### src/rtl/matmul_operand_sequencer.sv
// matmul_operand_sequencer: holds two NxN operand matrices, walks every (i, j)
// of the product in row-major order, presents row i of A and column j of B to
// an external scalar-product unit, and stores each returned dot product in C.
module matmul_operand_sequencer #(
    parameter int Nbits = 4,
    parameter int N     = 4,
    parameter int LAT   = 3,
    localparam int AW   = 2 * $clog2(N)
) (
    input  logic                 clk,
    input  logic                 reset,
    input  logic                 load_valid,
    input  logic                 load_sel,
    input  logic [AW-1:0]        load_addr,
    input  logic [Nbits-1:0]     load_data,
    input  logic                 start,
    output logic                 busy,
    output logic                 done,
    output logic [N*Nbits-1:0]   vecA,
    output logic [N*Nbits-1:0]   vecB,
    input  logic [2*Nbits-1:0]   res_in,
    input  logic [AW-1:0]        rd_addr,
    output logic [2*Nbits-1:0]   rd_data
);

    localparam int IW = $clog2(N);
    localparam int CW = (LAT > 1) ? $clog2(LAT) : 1;

    typedef enum logic [2:0] {
        IDLE,
        ISSUE,
        WAIT,
        STORE,
        DONE
    } state_t;

    state_t            state;
    logic [IW-1:0]     ri;
    logic [IW-1:0]     cj;
    logic [CW-1:0]     cnt;

    logic [Nbits-1:0]   mem_a [N*N];
    logic [Nbits-1:0]   mem_b [N*N];
    logic [2*Nbits-1:0] mem_c [N*N];

    logic [N*Nbits-1:0] row_a;
    logic [N*Nbits-1:0] col_b;
    logic               load_en;
    logic               store_en;

    // Loads are accepted only while no run is using the operand arrays.
    assign load_en  = reset && load_valid && ((state == IDLE) || (state == DONE));
    assign store_en = reset && (state == STORE);

    // Operand storage; not cleared by reset.
    always_ff @(posedge clk) begin
        if (load_en) begin
            if (!load_sel) begin
                mem_a[load_addr] <= load_data;
            end else begin
                mem_b[load_addr] <= load_data;
            end
        end
    end

    // Result storage; a reset mid-run leaves already stored entries intact.
    always_ff @(posedge clk) begin
        if (store_en) begin
            mem_c[{ri, cj}] <= res_in;
        end
    end

    // Gather row ri of A and column cj of B into packed vectors.
    always_comb begin
        row_a = '0;
        col_b = '0;
        for (int unsigned k = 0; k < N; k++) begin
            row_a[k*Nbits +: Nbits] = mem_a[{ri, IW'(k)}];
            col_b[k*Nbits +: Nbits] = mem_b[{IW'(k), cj}];
        end
    end

    // Sequencing FSM with registered busy/done/operand outputs.
    always_ff @(posedge clk) begin
        if (!reset) begin
            state <= IDLE;
            ri    <= '0;
            cj    <= '0;
            cnt   <= '0;
            busy  <= 1'b0;
            done  <= 1'b0;
            vecA  <= '0;
            vecB  <= '0;
        end else begin
            case (state)
                IDLE: begin
                    if (start) begin
                        ri    <= '0;
                        cj    <= '0;
                        cnt   <= '0;
                        busy  <= 1'b1;
                        state <= ISSUE;
                    end
                end
                ISSUE: begin
                    vecA  <= row_a;
                    vecB  <= col_b;
                    cnt   <= '0;
                    state <= WAIT;
                end
                WAIT: begin
                    cnt <= cnt + 1'b1;
                    if (cnt == CW'(LAT - 1)) begin
                        state <= STORE;
                    end
                end
                STORE: begin
                    if (cj != IW'(N - 1)) begin
                        cj    <= cj + 1'b1;
                        state <= ISSUE;
                    end else if (ri != IW'(N - 1)) begin
                        cj    <= '0;
                        ri    <= ri + 1'b1;
                        state <= ISSUE;
                    end else begin
                        busy  <= 1'b0;
                        done  <= 1'b1;
                        state <= DONE;
                    end
                end
                DONE: begin
                    done  <= 1'b0;
                    state <= IDLE;
                end
                default: begin
                    state <= IDLE;
                end
            endcase
        end
    end

    // Registered read port of C, independent of sequencing state.
    always_ff @(posedge clk) begin
        if (!reset) begin
            rd_data <= '0;
        end else begin
            rd_data <= mem_c[rd_addr];
        end
    end

endmodule

### config.mk
export PLATFORM = sky130hd
export DESIGN_NAME = matmul_operand_sequencer
export DESIGN_NICKNAME = d
export VERILOG_FILES = /design/src/rtl/matmul_operand_sequencer.sv
export SDC_FILE = /design/constraint.sdc
export NUM_CORES = 1
export LEC_CHECK = 0
export ABC_AREA = 1
export CORE_MARGIN = 1.5
export CORE_UTILIZATION = 40
export DETAILED_ROUTE_END_ITERATION = 6
export GPL_TIMING_DRIVEN = 1
export REMOVE_ABC_BUFFERS = 1
export SKIP_CTS_REPAIR_TIMING = 1
export SYNTH_ARGS = -nofsm -noshare
export SYNTH_HDL_FRONTEND = slang
export SYNTH_SLANG_ARGS = --single-unit
export TNS_END_PERCENT = 1
### constraint.sdc
create_clock -name clk -period 2.85 [get_ports clk]
set_input_delay 0.7125 -clock clk [delete_from_list [all_inputs] [get_ports clk]]
set_output_delay 0.7125 -clock clk [all_outputs]
set_load 0.005 [all_outputs]
Word level (Yosys, flattened, before mapping):

Memories as Yosys holds them, arrays and structs flattened. A register that Yosys moved wholly into a read port is not among the register bits.
Cells that the tools add are included.

* register bits after elaboration: 11
* bits in writable memories: 256
* bits of input ports: 25
* memories kept: 3

* $add $sub $neg: 3
* eq/ne operators: 13
* muxes and demuxes: 28
* reduce and logical (&&, ||, !) cells: 23

Memory list
* mem_c: depth 16, width 8, rd ports 1, clocked after memory_dff 1, wr ports 1, line 44 `logic [2*Nbits-1:0] mem_c [N*N];`
* mem_a: depth 16, width 4, rd ports 4, clocked after memory_dff 4, wr ports 1, line 42 `logic [Nbits-1:0] mem_a [N*N];`
* mem_b: depth 16, width 4, rd ports 4, clocked after memory_dff 4, wr ports 1, line 43 `logic [Nbits-1:0] mem_b [N*N];`

Operator list (count)
* $mux W1: 13
* $mux W3: 4
* $ne A2 B2 Y1 const B: 6
* $pmux W3 S4: 1
* $mux W2: 5
* $logic_not A1 Y1: 9
* $pmux W2 S2: 2
* $reduce_and A4 Y1: 2
* $add A2 B1 Y2 const B: 3
* $eq A3 B2 Y1 const B: 2
* $pmux W2 S3: 1
* $reduce_and A3 Y1: 2
* $pmux W1 S2: 2
* $reduce_and A2 Y1: 2
* $reduce_bool A2 Y1: 2
* $eq A3 B1 Y1 const B: 1
* $eq A3 B3 Y1 const B: 1
* $logic_and A1 B1 Y1: 3
* $logic_not A3 Y1: 1
* $ne A3 B1 Y1 const B: 1
* $reduce_bool A3 Y1: 1
* $eq A2 B2 Y1 const B: 1
* $ne A2 B1 Y1 const B: 1
* $logic_or A1 B1 Y1: 1

Longest topological paths before layout:

* word-level depth: 5
* depth in mapped cells: 8

Worst setup path before layout:

OpenSTA, ideal clock, no wires.

* path type: register to register
* start: reg cj[0]
* end: mem mem_c[14][0] (netlist bit) (enable)
* setup time: 0.383 ns
* data arrival time: 1.597 ns
* required time: 2.467 ns
* setup slack: 0.870 ns
* stages on the path, launching flop included: 7
* path buffers: 2
* clock period less this slack: 1.980 ns
* path through: dfxtp_1 buf_4 inv_2 buf_2 ha_1 inv_1 nor3_1

RTL lines
* start: declaration: line 39 `logic [IW-1:0] cj;`
* start signal: assignment: line 119 `cj <= cj + 1'b1;`
* end: declaration: line 44

Straight into the memory's write port.

Worst setup path after layout:

* start: reg done
* end: out done

RTL lines
* start: declaration: line 18 `output logic done,`
* start signal: assignment: line 91 `done <= 1'b0;`
* start signal: assignment: line 127 `done <= 1'b1;`
* start signal: assignment: line 132 `done <= 1'b0;`

No word-level cell between the ends.

==> results.yml <==
sta:
  fmax_mhz: 462
  tightest_slew_ns: 0.734
  setup_viol: 0
  clock_skew_ns: 0.0122
  layout_min_cycle_time_ns: 2.17
  finalMaxSlewViolations: 0
  hold_viol_final: 0
  rsz0062_at_grt: "false"
  fin_crit_sh: 0.760
  setup_tns_ns: 0
  holdWs_ns: 0.470
  slew_headroom: 0.510
floorplanning:
  core_area_sq_um: 30800
  die-area_sq_um: 32700
  start_util: 0.410
  rows: 64
  io_pins: 67
  dieWidth_um: 181
  fp.dieH_um: 181
global_route:
  grt_pass1_vias: 8098
  grtUsageTotal: 0.172
  grt_max_degree: 65
  grt_remaining_overflow: 0
  grt_pass1_wl_mm: 44.0
  antenna_found_initial: 0
clock_network:
  clkLatencyLatePin_ns: 0.50
  clock-sinks: 307
  clock-root-buffer: "clkbuf_16"
  h-tree-depth: 2
  clockBufferDepth: 3
  cts_buffers: 34
  clk_pin_slew_ns: 0.06
  cts_tree: "built"
cells_and_area:
  drive_above_1_share: 0.0779
  area_delta_synth_final_pct: 17.2
  n_antenna_cell: 0
  fin_nets: 1280
  final_util: 0.481
synth:
  async_reset_ff_frac: 0
  ys_seq_area_frac: 0.688
  netlist_area_sq_um: 12600
  synthFlopType: "edfxtp_1"
  yosys_warnings: 0
  post-synth-top-count-cell: "edfxtp_1"
  synth.distinct_cells: 32
  synthCells: 1160
  synth_top_area_frac: 0.608
  yosysTopAreaCell: "edfxtp_1"
  synth_edf_count: 256
  synth_commonest_cells: "256 x edfxtp_1, 230 x nand2_1, 154 x inv_1"
  syn_avg_cell_area_sq_um: 10.9
  yosys-top-cells-area: "edfxtp_1 61%, dfxtp_1 8.1%, nand2_1 6.8%"
  ys_ff_latch: 307
min_path:
  hp-class: "flip-flop to flip-flop"
power_and_ir_drop:
  p_leak_nw: 5.74
  vdd_drop_max_mv: 0.394
  power_mw: 10.1
  pwr_density_cell_nw_per_um2: 678
routing:
  dr.pass1.iters: 5
  remaining_drc_errors: 0
  via_count: 8216
  drt_iter0_drc: 667
  drt_wl_total_mm: 27.8
  vias_per_cell: 4.93
  antenna_left: 0
  wire_per_inst_um: 16.7
worst_setup_path:
  startpoint_type: "flip-flop"
  crit_family: "buffers and inverters"
  critPathMaxStageDelay_ns: 0.54
  endpoint_kind: "output port"
  crit_path_max_fanout: 2
  crit_arrival_ns: 1.45
  cp_slowest_cell: "clkdlybuf4s50_1"
  critPathKind: "flip-flop to output port"
  crit_buf_inv: 1
  crit_chain: "clkdlybuf4s50_1"
  cp.required_ns: 2.14
placement:
  dp_hpwl_mm: 17.5
  gp_congestion: 0.842
  port_buffers: 66
job:
  max_cap_violations: 0
outcome:
  status: "finished clean"
## cells by family after synthesis
| kind of cell | synth area share |
|---|---|
| AND/OR/NAND/NOR | 0.147 |
| flip-flops | 0.688 |
| buffers and inverters | 0.0785 |
| AO/OA/AOI/OAI | 0.0762 |
| adder cells (fa/ha/maj) | 0.00989 |
## path summary, 6_finish.rpt
check             startpoint           end  slack, ns  cells after the start
hold reg to reg       cnt[1]        cnt[1]       0.47                      2
setup / recovery        done          done       0.68                      1
setup reg to reg       cj[1]  mem_c[13][2]       0.82                      6
hold / removal        cnt[1]        cnt[1]       0.47                      2
## flip-flops by register name, summed over array words and instances (netlist names)
signal and flops:
done 1, mem_c 128, rd_data 8, state 3
cj 2, vecB 16, busy 1, vecA 16
cnt 2, mem_a 64, ri 2, mem_b 64
## placed cells by master (no fill, tap or decap)
master	Yosys	final
o21ai_2	1	1
a21oi_2	1	1
or2_2	1	1
buf_4	2	35
nand3_1	80	80
clkinv_1	0	1
ha_1	10	10
buf_12	0	3
nor2_2	1	1
nor2_1	119	119
a211oi_1	1	1
inv_1	154	154
clkinv_2	1	3
nand4_4	2	2
a21oi_1	49	49
clkdlybuf4s50_1	0	65
nand2_2	1	1
o211ai_1	1	1
o22ai_1	32	32
clkbuf_16	0	37
clkbuf_1	2	18
dfxtp_1	51	51
bufinv_16	0	2
nand2_1	230	230
inv_2	5	5
buf_2	29	1
nand4_1	4	4
edfxtp_1	256	256
o21ai_0	48	48
nor2_4	1	1
nand3_2	3	3
o21ai_1	49	49
clkbuf_8	0	2
nor3_1	4	4
## power breakdown
part | switching [mW] | internal [mW]
sequential | 0.0509 | 4.95
clock | 1.67 | 2.62
combinational | 0.450 | 0.316
## area by class of cell
cell class,instances,area [sq um]
Clock buffer,57,1020
Clock inverter,5,73.8
Fill cell,2803,16000
Inverter,160,602
Multi-Input combinational cell,638,2950
Sequential cell,307,8710
Tap cell,396,495
Timing Repair Buffer,104,978
## stage by stage
stage / setup slack [ns] / instances / cell area (sq um)
4_1_cts: 0.657 / 1667 / 14800
2_1_floorplan: 0.491 / 1105 / 12300
6_report: 0.684 / 1667 / 14800
3_3_place_gp: 0.301 / 1605 / 13700
5_1_grt: 0.565 / 1667 / 14800
3_5_place_dp: 0.256 / 1605 / 13700
## metal layers
metal	vias to the layer above	part of all wire	track usage
li1	4061	-	-
met1	3874	0.45	0.231
met2	231	0.47	0.280
met3	50	0.051	0.0312
met4	0	0.027	0.0608
met5	-	0	0
## worst min-delay path: stages (launching register included)
cell	delay, ns
dfxtp_1	0.31
nand2_1	0.06
a21oi_1	0.05
No activity file was read; power rests on OpenSTA's default activity.
